===== src/rtl/alu_arbiter_pkg.sv =====
// Shared types for the two-requester ALU arbiter: data word, ALU function
// encoding, and the instruction word that carries the function to the ALU.
package alu_arbiter_pkg;

    localparam int unsigned XLEN      = 32;
    localparam int unsigned SHAMT_W   = 5;
    localparam int unsigned OPCODE_W  = 7;
    localparam int unsigned REG_IDX_W = 5;

    typedef logic [XLEN-1:0] word_t;

    typedef enum logic [3:0] {
        ALU_ADD  = 4'd0,
        ALU_SUB  = 4'd1,
        ALU_SLL  = 4'd2,
        ALU_SLT  = 4'd3,
        ALU_SLTU = 4'd4,
        ALU_XOR  = 4'd5,
        ALU_SRL  = 4'd6,
        ALU_SRA  = 4'd7,
        ALU_OR   = 4'd8,
        ALU_AND  = 4'd9
    } alu_fn_t;

    // Minimal decoded instruction; the arbiter only ever overrides alu_fn.
    typedef struct packed {
        logic [OPCODE_W-1:0]  opcode;
        logic [REG_IDX_W-1:0] rd;
        alu_fn_t              alu_fn;
    } instruction_t;

    // addi x0, x0, 0 -- a harmless carrier for an ALU-only operation.
    localparam instruction_t instr_nop = '{
        opcode: OPCODE_W'(7'h13),
        rd:     REG_IDX_W'(0),
        alu_fn: ALU_ADD
    };

    // Occupancy of the one-entry result register.
    typedef enum logic {
        SLOT_EMPTY = 1'b0,
        SLOT_FULL  = 1'b1
    } slot_state_t;

endpackage


===== src/rtl/arith_logic_unit.sv =====
// Purely combinational 32-bit ALU. Add/sub wrap modulo 2^32; shift amounts
// use the low five bits of operand b.
module arith_logic_unit
    import alu_arbiter_pkg::*;
(
    input  instruction_t instr,
    input  word_t        a,
    input  word_t        b,
    output word_t        result_c
);

    logic [SHAMT_W-1:0] shamt;
    logic               unused_instr_bits;

    assign shamt             = b[SHAMT_W-1:0];
    assign unused_instr_bits = ^{instr.opcode, instr.rd};

    // Function select; unknown encodings produce zero.
    always_comb begin
        result_c = '0;
        case (instr.alu_fn)
            ALU_ADD:  result_c = a + b;
            ALU_SUB:  result_c = a - b;
            ALU_SLL:  result_c = a << shamt;
            ALU_SLT:  result_c = {{(XLEN-1){1'b0}}, ($signed(a) < $signed(b))};
            ALU_SLTU: result_c = {{(XLEN-1){1'b0}}, (a < b)};
            ALU_XOR:  result_c = a ^ b;
            ALU_SRL:  result_c = a >> shamt;
            ALU_SRA:  result_c = word_t'($signed(a) >>> shamt);
            ALU_OR:   result_c = a | b;
            ALU_AND:  result_c = a & b;
            default:  result_c = '0;
        endcase
    end

endmodule


===== src/rtl/alu_arbiter.sv =====
// Two requesters share one ALU. A combinational arbiter picks one request per
// cycle; its result lands in a one-entry register one cycle later. Drain and
// accept in the same cycle keep the register full, giving 1 op/cycle.
module alu_arbiter
    import alu_arbiter_pkg::*;
#(
    parameter int unsigned FIXED_PRIORITY = 0
) (
    input  logic    clk,
    input  logic    reset,

    input  logic    req0_valid,
    output logic    req0_ready,
    input  alu_fn_t req0_fn,
    input  word_t   req0_a,
    input  word_t   req0_b,

    input  logic    req1_valid,
    output logic    req1_ready,
    input  alu_fn_t req1_fn,
    input  word_t   req1_a,
    input  word_t   req1_b,

    output logic    rsp_valid,
    input  logic    rsp_ready,
    output logic    rsp_id,
    output word_t   rsp_r
);

    localparam bit USE_FIXED = (FIXED_PRIORITY != 0);

    slot_state_t  state_q;
    slot_state_t  state_d;
    logic         prio_q;
    logic         prio_d;

    logic         both_valid_c;
    logic         prio_eff_c;
    logic         grant_c;
    logic         slot_free_c;
    logic         accept_c;

    alu_fn_t      grant_fn_c;
    word_t        grant_a_c;
    word_t        grant_b_c;
    instruction_t alu_instr_c;
    word_t        alu_result_c;

    // Arbitration, handshake and next-state / next-priority decisions.
    always_comb begin
        state_d      = state_q;
        prio_d       = prio_q;
        req0_ready   = 1'b0;
        req1_ready   = 1'b0;
        grant_c      = 1'b0;
        accept_c     = 1'b0;
        both_valid_c = req0_valid && req1_valid;
        prio_eff_c   = USE_FIXED ? 1'b0 : prio_q;
        slot_free_c  = (state_q == SLOT_EMPTY) || rsp_ready;

        if (both_valid_c) begin
            grant_c = prio_eff_c;
        end else if (req1_valid) begin
            grant_c = 1'b1;
        end

        if (!reset && slot_free_c) begin
            req0_ready = req0_valid && !grant_c;
            req1_ready = req1_valid && grant_c;
        end
        accept_c = req0_ready || req1_ready;

        case (state_q)
            SLOT_EMPTY: begin
                if (accept_c) begin
                    state_d = SLOT_FULL;
                end
            end
            SLOT_FULL: begin
                if (accept_c) begin
                    state_d = SLOT_FULL;
                end else if (rsp_ready) begin
                    state_d = SLOT_EMPTY;
                end
            end
            default: state_d = SLOT_EMPTY;
        endcase

        // The loser of a contested grant goes first next time.
        if (!USE_FIXED && accept_c && both_valid_c) begin
            prio_d = !grant_c;
        end
    end

    // Steer the granted requester's operation onto the shared ALU.
    always_comb begin
        grant_fn_c         = grant_c ? req1_fn : req0_fn;
        grant_a_c          = grant_c ? req1_a  : req0_a;
        grant_b_c          = grant_c ? req1_b  : req0_b;
        alu_instr_c        = instr_nop;
        alu_instr_c.alu_fn = grant_fn_c;
    end

    arith_logic_unit u_alu (
        .instr    (alu_instr_c),
        .a        (grant_a_c),
        .b        (grant_b_c),
        .result_c (alu_result_c)
    );

    // Result-register occupancy.
    always_ff @(posedge clk) begin
        if (reset) begin
            state_q <= SLOT_EMPTY;
        end else begin
            state_q <= state_d;
        end
    end

    // Result payload and round-robin pointer; a pending result is dropped on reset.
    always_ff @(posedge clk) begin
        if (reset) begin
            rsp_r  <= '0;
            rsp_id <= 1'b0;
            prio_q <= 1'b0;
        end else begin
            if (accept_c) begin
                rsp_r  <= alu_result_c;
                rsp_id <= grant_c;
            end
            prio_q <= prio_d;
        end
    end

    assign rsp_valid = (state_q == SLOT_FULL);

endmodule


===== config.mk =====
export PLATFORM = sky130hd
export DESIGN_NAME = alu_arbiter
export DESIGN_NICKNAME = d
export VERILOG_FILES = /design/src/rtl/alu_arbiter_pkg.sv /design/src/rtl/arith_logic_unit.sv /design/src/rtl/alu_arbiter.sv
export SDC_FILE = /design/constraint.sdc
export NUM_CORES = 1
export LEC_CHECK = 0
export BUFFER_PORTS_ARGS = -buffer_cell sky130_fd_sc_hd__buf_2
export CAP_MARGIN = 10
export CORE_ASPECT_RATIO = 1.1
export CORE_UTILIZATION = 35
export DETAILED_ROUTE_END_ITERATION = 8
export MAX_ROUTING_LAYER = met4
export PLACE_DENSITY = 0.59
export SETUP_SLACK_MARGIN = 0.4
export SLEW_MARGIN = 10
export SYNTH_ARGS = -nofsm -noshare
export SYNTH_HDL_FRONTEND = slang
export SYNTH_SLANG_ARGS = --single-unit

===== constraint.sdc =====
create_clock -name clk -period 11.3 [get_ports clk]
set_input_delay 0 -clock clk [delete_from_list [all_inputs] [get_ports clk]]
set_output_delay 0 -clock clk [all_outputs]
set_load 0.02 [all_outputs]

==> reports/qor.yml <==
outcome:
  status: "finished, final reports clean"
timing:
  min_period_ps: 5649
  hold_viol_final: 0
  setup_viol: 0
  worst_pin_slew_ps: 1115
  rsz0062_at_grt: "no"
  fin_worst_skew_ps: 4.323
  relSlewSlack: 0.2490
  final_max_slew_viol_count: 0
  tns_ps: 0
  fmax_mhz: 177.0
  fin_crit_sh: 0.4999
detailed_routing:
  drt_pass1_iterations: 6
  wl_mm: 70.77
  num_vias: 16730
  wl_met1_mm: 30.32
  wl_met3_mm: 6.668
  post_drt_wl_per_cell_um: 27.89
  wl_met2_mm: 30.72
  top_layer: "met4"
  vias_per_cell: 6.595
  drtAntennaViolNets: 0
  route.detailed.drc: 0
  drt-initial-drc-count: 2398
logic_synthesis:
  async_flop_share: 0
  syn-mean-instance-area_sq_um: 6.622
  synth-seq-cells: 35
  synth_flop_cell: "dfxtp_1"
  synth_edf_count: 0
  syn_nets: 2223
  ys.warnings.count: 0
  synth_area_sq_um: 13140
  synth.distinct_cells: 94
  yosysSeqAreaShare: 0.05333
  synthCells: 1984
place:
  dp.final_hpwl_mm: 54.44
  portBuffers: 176
  globalplace.congestion: 1.065
  place_area_sq_um: 14190
grt:
  overflow: 0
  antenna_found_initial: 1
  track_usage: 0.3663
  grt_pass1_vias: 15380
  grt_pass1_wl_mm: 102.9
  grt_max_degree: 79
floorplan:
  ios: 177
  design.die.area_sq_um: 38320
  die_y_um: 205.2
  core_sq_um: 37040
  fp-row-count: 74
  start_util: 0.3548
  die_w_um: 186.7
clock_network:
  cts_tree: "done"
  htree_levels: 2
  cts_root_buffer: "clkbuf_16"
  hold_buffers: 0
  postCtsSetupBuffers: 0
  clk_pin_slew_ps: 70
  cts_max_path_buffers: 2
  cts_made_buffers: 5
  cts_resized: 0
  clk-insertion-delay-late_ps: 300
  cts.sinks: 35
critical_path:
  worstPathRequired_ps: 11500
  reg2reg_slack_ps: 5700
  r2r-end: "rsp_r[26]"
  slowest_delay_ps: 870
  crit_path_top_delay_cell: "buf_4"
  rr_startpoint: "prio_eff_c"
  endpoint_kind: "flop"
  path_class: "input pin to flop"
  crit_chain: "buf_2 -> buf_4 -> inv_2 -> nor2_4 -> buf_4 -> buf_4 -> nand2_1 -> nand2_1 -> ha_1 -> inv_1 -> a21oi_1 -> o311ai_0 -> a211oi_1 -> o31ai_1 -> a41oi_1 -> a221oi_1 -> o32a_1 -> nand2_1"
  critical_path_buf_inv_count: 6
  crit_family: "buffers and inverters"
  ff2ff_path_depth: 16
  startpoint_type: "input pin"
  crit_fanout: 78
  crit_arrival_ps: 5840
cells_and_area:
  fin_area_sq_um: 14370
  layout_commonest_cell: "nand2_1"
  final_cell_mix: "nand2_1, buf_2, mux2i_1, a21oi_1, o21ai_0"
  syn2layout_area_growth_pct: 9.361
  layout-drive-gt1-share: 0.1454
  final_net_count: 2280
  fill_cells: 4091
min_path:
  min_path_cells: 3
  worstHoldEndpoint: "rsp_valid"
  hp-start: "rsp_ready"
  hp-class: "input pin to flop"
pwr:
  p_per_area_nw_per_um2: 92.22
  leakage_nw: 6.255
  peakVddDrop_v: 0.00006709
run:
  maxCapViolCount: 0
flip-flops by register name, indices dropped and copies added, names as in the netlist:
register    count
rsp_valid       1
rsp_id          1
rsp_r          32
prio_eff_c      1
cell type report:
| cell class | instances | area, sq um | share of cell area |
|---|---|---|---|
| Timing Repair Buffer | 210 | 1136 | 0.07907 |
| Tap cell | 494 | 618.1 | 0.04302 |
| Clock inverter | 2 | 35.03 | 0.002438 |
| Clock buffer | 6 | 138.9 | 0.009666 |
| Multi-Input combinational cell | 1681 | 11330 | 0.7887 |
| Inverter | 108 | 405.4 | 0.02821 |
| Sequential cell | 35 | 700.7 | 0.04876 |
| Antenna cell | 1 | 2.502 | 0.0001742 |
power breakdown:
part           switching, mW  internal, mW
Clock                 0.0731         0.110
Sequential           0.00517         0.129
Combinational          0.694         0.314
worst max path at each step:
stage	start	to	cells past startpoint
2_1_floorplan	prio_eff_c	rsp_r[28]	21
3_3_place_gp	req1_valid	rsp_r[0]	12
3_5_place_dp	req1_valid	rsp_r[26]	18
4_1_cts	req1_valid	rsp_r[26]	18
5_1_grt	req1_valid	rsp_r[26]	18
6_report	req1_valid	rsp_r[26]	18
tightest hold or removal path: cells and delay by family:
| family | cells | cell delay, ps |
|---|---|---|
| buf+inv | 1 | 80 |
| compound gates | 1 | 70 |
| simple gates | 1 | 140 |
metal layers:
layer,vias up,GRT usage
met5,-,-
met4,0,0.1481
met3,162,0.05407
met2,1051,0.5544
met1,7975,0.4870
li1,7544,-
kinds of logic (layout without fill, tap and decap cells):
kind of cell             after synthesis  in the layout  share of synthesized area
AND/OR/NAND/NOR                      715            715                     0.2528
flip-flops                            35             35                    0.05333
XOR/XNOR                              19             19                    0.01267
buffers and inverters                268            326                    0.08799
multiplexers                         196            196                     0.1547
adder cells (fa/ha/maj)               98             98                    0.09447
AO/OA/AOI/OAI                        653            653                     0.3440
other                                  0              1                          0
stage by stage:
step	setup slack, ps	util	std cells	total power, mW	hold slack [ps]
after CTS	5917	0.3879	2536	1.287	27.64
after detailed placement	5624	0.3832	2528	1.101	347.9
final	5651	0.3880	2537	1.325	40.83
after floorplan	6817	-	1984	0.7722	173.3
after global placement	5666	0.3830	2527	1.101	343.4
after global routing	5461	0.3880	2537	1.385	79.20
synthesized netlist by cell type (29+ instances only):
| cell | number | share of area |
|---|---|---|
| nor2_1 | 100 | 0.029 |
| nand2_1 | 341 | 0.097 |
| mux2i_1 | 163 | 0.12 |
| dfxtp_1 | 35 | 0.053 |
| o21ai_0 | 115 | 0.044 |
| buf_2 | 54 | 0.021 |
| inv_1 | 102 | 0.029 |
| a221oi_1 | 34 | 0.023 |
| mux2_2 | 29 | 0.025 |
| a211oi_1 | 41 | 0.023 |
| nand4_1 | 48 | 0.023 |
| clkbuf_1 | 68 | 0.019 |
| nor3_1 | 37 | 0.014 |
| o211ai_1 | 56 | 0.032 |
| ha_1 | 96 | 0.091 |
| a21oi_1 | 153 | 0.058 |
| nand3_1 | 60 | 0.023 |
Note: power is estimated with default switching activity, not from simulation.
